===== src/rtl/mem_arbiter.sv =====
// mem_arbiter: shares one memory port between instruction fetch (imem) and load/store (dmem)
//   clk, rst (async, active low)
//   imem_valid/imem_addr -> imem_ready/imem_rdata  : fetch requester
//   dmem_valid/dmem_addr/dmem_wdata/dmem_wstrb -> dmem_ready/dmem_rdata : load/store requester
//   mem_valid/mem_instr/mem_addr/mem_wdata/mem_wstrb -> mem_ready/mem_rdata : memory side, registered
//   grant : current owner (00 none, 01 imem, 10 dmem)
//   Define MEM_ARB_ROUND_ROBIN_EN for alternating priority on ties; default is fixed dmem priority.
module mem_arbiter #(
  parameter int XLEN = 32,
  parameter int AW   = 32,
  parameter int STRB = XLEN / 8
) (
  input  logic            clk,
  input  logic            rst,
  input  logic            imem_valid,
  input  logic [AW-1:0]   imem_addr,
  output logic            imem_ready,
  output logic [XLEN-1:0] imem_rdata,
  input  logic            dmem_valid,
  input  logic [AW-1:0]   dmem_addr,
  input  logic [XLEN-1:0] dmem_wdata,
  input  logic [STRB-1:0] dmem_wstrb,
  output logic            dmem_ready,
  output logic [XLEN-1:0] dmem_rdata,
  output logic            mem_valid,
  output logic            mem_instr,
  output logic [AW-1:0]   mem_addr,
  output logic [XLEN-1:0] mem_wdata,
  output logic [STRB-1:0] mem_wstrb,
  input  logic            mem_ready,
  input  logic [XLEN-1:0] mem_rdata,
  output logic [1:0]      grant
);
  typedef enum logic [1:0] {IDLE, BUSY_I, BUSY_D} state_t;
  state_t state;
  logic   pick_d;
`ifdef MEM_ARB_ROUND_ROBIN_EN
  // Who wins the next tie: 0 = imem, 1 = dmem; flips to the loser at every grant.
  logic prio_d;
  assign pick_d = dmem_valid && (!imem_valid || prio_d);
`else
  assign pick_d = dmem_valid;
`endif
  always_ff @(posedge clk or negedge rst) begin
    if (!rst) begin
      state     <= IDLE;
      mem_valid <= 1'b0;
      mem_instr <= 1'b0;
      mem_addr  <= '0;
      mem_wdata <= '0;
      mem_wstrb <= '0;
      grant     <= 2'b00;
`ifdef MEM_ARB_ROUND_ROBIN_EN
      prio_d    <= 1'b0;
`endif
    end else if (state == IDLE) begin
      if (imem_valid || dmem_valid) begin
        state     <= pick_d ? BUSY_D : BUSY_I;
        mem_valid <= 1'b1;
        mem_instr <= !pick_d;
        mem_addr  <= pick_d ? dmem_addr : imem_addr;
        mem_wdata <= pick_d ? dmem_wdata : '0;
        mem_wstrb <= pick_d ? dmem_wstrb : '0;
        grant     <= pick_d ? 2'b10 : 2'b01;
`ifdef MEM_ARB_ROUND_ROBIN_EN
        prio_d    <= !pick_d;
`endif
      end
    end else if (mem_ready) begin
      state     <= IDLE;
      mem_valid <= 1'b0;
      grant     <= 2'b00;
    end
  end
  assign imem_ready = (state == BUSY_I) && mem_ready;
  assign dmem_ready = (state == BUSY_D) && mem_ready;
  assign imem_rdata = imem_ready ? mem_rdata : '0;
  assign dmem_rdata = dmem_ready ? mem_rdata : '0;
endmodule

===== config.mk =====
export PLATFORM = sky130hd
export DESIGN_NAME = mem_arbiter
export DESIGN_NICKNAME = d
export VERILOG_FILES = /design/src/rtl/mem_arbiter.sv
export SDC_FILE = /design/constraint.sdc
export NUM_CORES = 1
export LEC_CHECK = 0
export ABC_CLOCK_PERIOD_IN_PS = 4030
export BUFFER_PORTS_ARGS = -buffer_cell sky130_fd_sc_hd__buf_2
export CAP_MARGIN = 10
export CORE_MARGIN = 3
export CORE_UTILIZATION = 30
export CTS_BUF_LIST = sky130_fd_sc_hd__clkbuf_4
export CTS_CLUSTER_SIZE = 25
export DETAILED_ROUTE_END_ITERATION = 8
export SLEW_MARGIN = 25
export SYNTH_ARGS = -nofsm -noshare
export SYNTH_HDL_FRONTEND = slang
export SYNTH_SLANG_ARGS = --single-unit

===== constraint.sdc =====
create_clock -name clk -period 4.03 [get_ports clk]
set_input_delay 0.806 -clock clk [delete_from_list [all_inputs] [get_ports clk]]
set_output_delay 0.806 -clock clk [all_outputs]
set_load 0.01 [all_outputs]

### Word-level counts from Yosys, hierarchy flattened

Index checks and enable logic that the tools add are counted.

* flip-flop bits (word level): 72
* word-level logic and storage cells: 29
* bits of input ports: 137
* output and inout bits: 138

* eq/ne operators: 3
* reduce and logical (&&, ||, !) cells: 8
* mux-type cells: 12

Operators with widths (number)
* 2-to-1 mux 32 bit: 4
* 2-to-1 mux 2 bit: 4
* 2-to-1 mux 4 bit: 1
* AND reduction 2 bit: 2
* 2-to-1 mux 1 bit: 3
* == test 2 x 1 -> 1 bit, second input constant: 1
* == test 2 bit, second input constant: 1
* logical AND 1 bit: 2
* logical NOT 2 bit: 1
* inequality test 2 x 1 -> 1 bit, second input constant: 1
* nonzero test 2 bit: 1
* logical NOT 1 bit: 1
* logical OR 1 bit: 1

### Depth between registers and ports, before layout

Gate-level depths: netlist (run 1).

* depth after elaboration: 3
* mapped depth: 5
* gate-level depth less buffers: 3

### Worst setup path before layout (run 1)

Ideal clock, no wire load.

* path kind: in2out
* from: input port mem_ready
* to: output port imem_rdata[22]
* cell stages on the path: 4
* arrival time: 1.601 ns
* data required time: 3.224 ns
* buffers on the path: 1
* path slack: 1.623 ns
* cell sequence: inv_1 -> nor3b_2 -> clkbuf_1 -> and2_1

* longest elaborated chain between the ends: 2

RTL lines
* start, declared: line 30 `input logic mem_ready,`
* logical AND 1 bit: line 75 `assign imem_ready = (state == BUSY_I) && mem_ready;`
* via imem_ready: line 17 `output logic imem_ready,`
* 2-to-1 mux 32 bit: line 77 `assign imem_rdata = imem_ready ? mem_rdata : '0;`
* end, declared: line 18 `output logic [XLEN-1:0] imem_rdata,`

The timed path passes the listed nets, and every way through them passes these cells.

### Final worst setup path (run 1)

* from: input port mem_ready
* to: output port imem_rdata[27]

* longest elaborated chain between the ends: 2

RTL lines (line)
* logical AND 1 bit: 75
* 2-to-1 mux 32 bit: 77

No other way between the ends.

==> impl_results.md, run 1 <==
- CP Data Required Time: 3220 ps
- TritonRoute pass-1 iters: 4
- Headroom to the max-slew limit: 0.394
- Fillcell total: around 1100
- Met3 Wirelength: 903 µm
- Clock Path Buffers: 2
- Mapped Cells: 270
- Clock power frac: 0.165
- Layout Nets: 676
- Core Region: around 11000 µm²
- Post-route DRC: 0
- H-tree depth: 3
- Layout area overhead: 46.7%
- Layout Cells excl Fill: 688
- Routed vias/inst: 4.55
- CP delay by family, top: buffers and inverters
- Share of cells above drive strength 1: 0.658
- Via count: approximately 3100
- Hold slack: 506 ps
- Post-Syn Area per Cell: 12.8 µm²
- CP max stage delay: 280 ps
- Port bufs: 274
- Pleak: 2.81 nW
- Sequential share of the synthesized area: 0.520
- Hold Vio Cnt, Final: 0
- Worst hold path class: in2async
- Clock skew: 11.4 ps
- Setup TNS: 0 ps
- Vias in the first global route: 3210
- Power per standard cell area: 596 nW/µm²
- DR iter-0 viols: 103
- Dpl cells: 668
- Worst IR drop on VDD: 307 µV
- Global-route wire length before repair: between 15000 and 20000 µm
- Sequential Power Share: 0.405
- CTS resizes: 0
- Hold Buf Count CTS: 0
- Critical path buffers and inverters: 4
- Sw frac: 0.354
- RSZ-0062 raised after global routing: false
- Tcrit/Tclk final: 0.626
- Main area contributors after synthesis: dfrtp_1 (52%), mux2_2 (20%), and2_1 (12%), a22o_1 (9.1%), buf_4 (1.3%)
- TritonCTS buffer count: 9
- Max Cap Violations: 0
- CP Max Fanout: 33
- Synth cell types: 19
- Slew Viols, Final: 0
- Die extent in x: 113 µm
- Yosys top cell area share: 0.520
- Final setup viols: 0
- Crit-path cells: buf_2 -> inv_1 -> nor3b_2 -> buf_4 -> and2_1 -> buf_2
- Tightest Pin Transition: 910 ps
- Initial Utilization: 0.313
- Met1 wire length: 3870 µm
- GP Congestion: 0.892
- Sequential standard cell area: 1800 µm²
- Clock latency on the worst-skew pair: around 400 ps
- CP Launch Type: primary input
- Final Instance Area: 5080 µm²
- R2R depth: 4
- CTS tree: done
- Worst Path Arrival: 1720 ps
- Pint: 1.96 mW
- Tot GR Track Use: 0.163
- Die ar.: 12900 µm²
- Register bit count reported by yosys: 72
- Clock Pin Slew Worst Setup and Hold Paths: 110 ps
- Antenna-violating nets left: 0
- Fmax: 396 MHz
- Area of the multi-input gates: 1520 µm²
- Crit path depth: 6
- Largest net degree at the start of global routing: 73
- Most used cell, CP: buf_2
- Min Tclk post-route: ~2500 ps
- Status: completed
- DPL Wire Length: 8780 µm
- Top Ports: 275
- Combinational share of power: 0.430
- Root Driver: clkbuf_4
- Endpoint class of the critical path: output port
- Placed instance area: between 4000 and 5000 µm²
- CP Class: in2out
- DR WL met2: 5840 µm
- Detailed Route WL: 10900 µm
- Initial antenna violation count: 4
- Area leader, netlist: dfrtp_1
- Total power: 3.03 mW
- Mapped Area: 3470 µm²
- Die height: about 110 µm
- Post-CTS setup buffer count: 0
- Row cnt: 38
- Synth Warn #: 0
- Syn nets: 407
- Grt ovf: 0
- Clock sink count: 72
- Top Layer Used: met4
- Sw Pwr: about 1.1 mW
- Critical-path top delay cell: buf_4
- Routed len/inst: 15.9 µm
## flip-flops by register name, summed over array words and instances (netlist names)
register / cells
mem_wstrb: 4
mem_addr: 32
mem_valid: 1
mem_wdata: 32
state: 2
mem_instr: 1
## cells by family (layout without fill, tap and decap cells)
family | after synthesis | after routing | synth area share
mux | 65 | 65 | 0.211
flops | 72 | 72 | 0.520
simple gates | 70 | 70 | 0.126
other cells | 0 | 4 | 0
buf+inv | 23 | 297 | 0.0415
compound gates | 40 | 40 | 0.102
## through the flow
step	worst slack [ps]	utilization
2_1_floorplan	1620	-
3_3_place_gp	1370	0.444
3_5_place_dp	1280	0.444
4_1_cts	1500	0.458
5_1_grt	1380	0.459
6_report	1510	0.459
## path summary, 6_finish.rpt
check / endpoint / slack, ps / start
worst max-delay path: imem_rdata[27] / 1510 / mem_ready
worst min-delay path: mem_addr[4] / 510 / rst
worst max register to register: mem_wstrb[2] / 2170 / state[0]
worst min register to register: mem_addr[24] / 510 / mem_addr[24]
max in group asynchronous: mem_addr[8] / 2910 / rst
min in group clk: mem_addr[24] / 510 / mem_addr[24]
## per-layer routing
layer / up-vias / GRT usage
met2: 158 / 0.299
met5: - / 0
met1: 1472 / 0.166
met4: 0 / 0.0785
li1: 1484 / -
met3: 19 / 0.0546
## synth_stat cells (all sizes together)
master / n
dfrtp: 72
and2: 65
mux2: 64
a22o: 36
buf: 14
clkbuf: 7
inv: 2
nand2: 2
nor2: 2
o21ai: 2
a21o: 1
mux2i: 1
nor3b: 1
o2bb2ai: 1
## cell type report
type / instances / area share
timing repair buffer: 279 / 0.278
inverter: 2 / 0.00148
sequential: 72 / 0.354
multi-input combinational: 175 / 0.299
clock buffer: 10 / 0.0148
clock inverter: 6 / 0.0165
antenna: 4 / 0.00197
tap: 140 / 0.0344
## power groups by stage
stage	logic (mW)	registers [mW]	clock network, mW
6_report	1.30	1.23	0.501
5_1_grt	1.41	1.27	0.556
3_3_place_gp	1.31	1.23	0
2_1_floorplan	0.567	1.40	0
3_5_place_dp	1.34	1.24	0
4_1_cts	1.33	1.23	0.526
## layout by cell type (no fill, tap or decap), types with 2 or more instances in the layout
cell        count
and2_1         65
nand2_1         2
bufinv_16       2
buf_4           6
a22o_1         36
buf_2         273
inv_1           2
dfrtp_1        72
clkinvlp_4      2
mux2_2         61
mux2_1          3
clkbuf_4       10
diode_2         4
No activity file was read; power rests on OpenSTA's default activity.
==> inputs of run 2 (changes only) <==
--- a/config.mk
+++ b/config.mk
@@ -5,7 +5,8 @@
 export SDC_FILE = /design/constraint.sdc
 export NUM_CORES = 1
 export LEC_CHECK = 0
-export ABC_CLOCK_PERIOD_IN_PS = 4030
+export ABC_AREA = 1
+export ABC_CLOCK_PERIOD_IN_PS = 2600
 export BUFFER_PORTS_ARGS = -buffer_cell sky130_fd_sc_hd__buf_2
 export CAP_MARGIN = 10
 export CORE_MARGIN = 3
==> constraint.sdc (replaced) <==
create_clock -name clk -period 2.6 [get_ports clk]
set_input_delay 0.52 -clock clk [delete_from_list [all_inputs] [get_ports clk]]
set_output_delay 0.52 -clock clk [all_outputs]
set_load 0.01 [all_outputs]
==> impl_results.md, run 2 <==
- Core Region: 11700 µm² (+5.3%)
- CP Data Required Time: 2080 ps (-1140 ps)
- Sequential share of the synthesized area: 0.495 (-0.0250)
- CTS tree: done
- Tcrit/Tclk final: 0.801
- Hold Vio Cnt, Final: 0 (unchanged)
- Ant. Diodes: 0 (-4)
- Root Driver: clkbuf_4
- Critical path buffers and inverters: 3 (-1)
- Hold Buf Count CTS: 0 (unchanged)
- Final Instance Area: 5150 µm² (+1.3%)
- Layout Cells excl Fill: 927 (+35%)
- CP Max Fanout: 33 (unchanged)
- Post-CTS setup buffer count: 0 (unchanged)
- Commonest non-fill, non-tap cell in the layout: buf_2
- Power per standard cell area: 758 nW/µm² (+27%)
- Synth Warn #: 0 (unchanged)
- Post-Syn Area per Cell: 6.99 µm² (-46%)
- Area leader, netlist: dfrtp_1
- Largest regs: mem_addr: 32 flops, mem_wdata: 32 flops, mem_wstrb: 4 flops
- Tightest Pin Transition: 903 ps (-6.58 ps)
- Fillcell total: 1235 (+17%)
- Share of cells above drive strength 1: 0.384 (-0.274)
- Clock sink count: 72 (unchanged)
- Top Ports: 275 (unchanged)
- Final setup viols: 0 (unchanged)
- Routed len/inst: 13.6 µm (-14%)
- CP Launch Type: flop
- Min Tclk post-route: about 2100 ps
- Die ar.: 13500 µm² (+4.8%)
- Worst IR drop on VDD: 338 µV (+10%)
- TritonCTS buffer count: 9 (unchanged)
- Slew Viols, Final: 0 (unchanged)
- Dominant cell by count in the synthesized netlist: nand2_1
- Commonest non-fill, non-tap cells in the layout: buf_2 (273), nand2_1 (269), dfrtp_1 (72)
- H-tree depth: 3 (unchanged)
- DPL Wire Length: 9660 µm (+10%)
- Fmax: approximately 480 MHz
- Row cnt: 39 (+2.6%)
- Layout Nets: 916 (+36%)
- Commonest cells post-synth: nand2_1 (269), dfrtp_1 (72), nor2_1 (64)
- Clock Path Buffers: 2 (unchanged)
- Headroom to the max-slew limit: 0.398 (+0.00438)
- Dpl cells: 911 (+36%)
- Number of synthesized flops with an enable pin: 0 (unchanged)
- Crit-path cells: inv_2 -> nand3_1 -> buf_4 -> nor2_1 -> buf_2
- Post-Place Worst Slack: 661 ps (-620 ps)
- Synth cell types: 17 (-2)
- CP Class: reg2out
- Clock latency on the worst-skew pair: 400 ps (about the same)
- Hold slack: 239 ps (-266 ps)
- Routed vias/inst: 4.37 (-4.0%)
- Total power: 3.91 mW (+29%)
- Main synth FF type: dfrtp_1
- Final WS setup: 517 ps (-990 ps)
- Critical-path top delay cell: dfrtp_1
- Main area contributors after synthesis: dfrtp_1 (49%), nand2_1 (28%), nor2_1 (6.6%), nand3_1 (5.4%), inv_1 (3.6%)
- Post-route DRC: 0 (unchanged)
- Syn nets: 658 (+62%)
- Async set-reset flop share out of synthesis: 1.00 (unchanged)
- Worst Path Arrival: 1560 ps (-160 ps)
- Endpoint class of the critical path: output port
- GP Congestion: 0.781 (-12%)
- Initial antenna violation count: 0 (-4)
- CP delay by family, top: buffers and inverters
- Placed instance area: 5040 µm² (+2.5%)
- Final core occ: 0.442 (-0.0174)
- Area of the multi-input gates: 1510 µm² (-0.74%)
- RSZ-0062 raised after global routing: false
- Pleak: 3.46 nW (+23%)
- CP max stage delay: 460 ps (+180 ps)
- Port bufs: 274 (unchanged)
- TritonRoute pass-1 iters: 4 (unchanged)
- Via count: 4052 (+29%)
- Register bit count reported by yosys: 72 (unchanged)
- Setup TNS: 0 ps (unchanged)
- Grt ovf: 0 (unchanged)
- Max Cap Violations: 0 (unchanged)
- Vias in the first global route: 3780 (+18%)
- Mapped Cells: 521 (+93%)
- Detailed Route WL: 12600 µm (+15%)
- Clock Pin Slew Worst Setup and Hold Paths: 110 ps (about the same)
- Global-route wire length before repair: 18500 µm (+13%)
- Antenna-violating nets left: 0 (unchanged)
- Status: completed
- Die extent in x: 116 µm (+2.4%)
- Layout area overhead: 41.4%
- Mapped Area: 3640 µm² (+5.1%)
- CTS resizes: 0 (unchanged)
- Initial Utilization: 0.312 (-0.000655)
- Yosys top cell area share: 0.495 (-0.0250)
- DR iter-0 viols: 137 (+33%)
- Die height: 116 µm (+2.4%)
- Worst hold path class: in2async
- Sequential standard cell area: 1800 µm² (unchanged)
- Tot GR Track Use: 0.176 (+0.0130)
- Largest net degree at the start of global routing: 73 (unchanged)
- Clock skew: 11.8 ps (+0.386 ps)
## run 2: changes by cell type after synthesis, sizes merged, moves of 7 or more
cell / delta
nand3: +39
nand2: +270
and2: -65
inv: +36
nor2: +65
a22o: -36
clkbuf: -7
mux2: -64
buf: +17
## run 2: path summary, 6_finish.rpt
path | from | to | slack (ps) | cells after the start
max | state[1] | imem_rdata[22] | 520 | 5
min | rst | mem_wdata[4] | 240 | 1
max reg2reg | state[1] | mem_addr[15] | 1120 | 5
max in group asynchronous | rst | mem_addr[18] | 1780 | 1
min reg2reg | mem_wdata[6] | mem_wdata[6] | 480 | 2
min in group clk | dmem_wdata[4] | mem_wdata[4] | 350 | 3
## run 2: worst register-to-register path, stage by stage, from the launching register on
cell and delay [ps]:
dfrtp_1 460, inv_2 110, nand2_2 90, nor2_4 540
nand2_1 150, nand2_1 90
## run 2: kinds of logic after synthesis
group | after synthesis | synth area share
AOI/OAI and AO/OA | 2 | 0.00309
buffers and inverters | 69 | 0.0907
DFF | 72 | 0.495
and+or+nand+nor | 378 | 0.411
## run 2: where the power goes
part / switching, mW / total, mW / internal [mW]
Combinational: 0.979 / 1.58 / 0.601
Clock: 0.382 / 0.606 / 0.224
Sequential: 0.221 / 1.72 / 1.50
## run 2: area by class of cell
cell class / instances / area share
sequential: 72 / 0.350
multi-input combinational: 380 / 0.293
timing repair buffer: 278 / 0.273
tap: 143 / 0.0347
inverter: 38 / 0.0282
clock buffer: 12 / 0.0175
clock inverter: 4 / 0.00413
## run 2: routing by layer
layer | track usage | vias to the layer above | part of all wire
li1 | - | 2066 | -
met1 | 0.197 | 1801 | 0.39
met2 | 0.322 | 167 | 0.51
met3 | 0.0373 | 18 | 0.069
met4 | 0.0789 | 0 | 0.026
met5 | 0 | - | 0
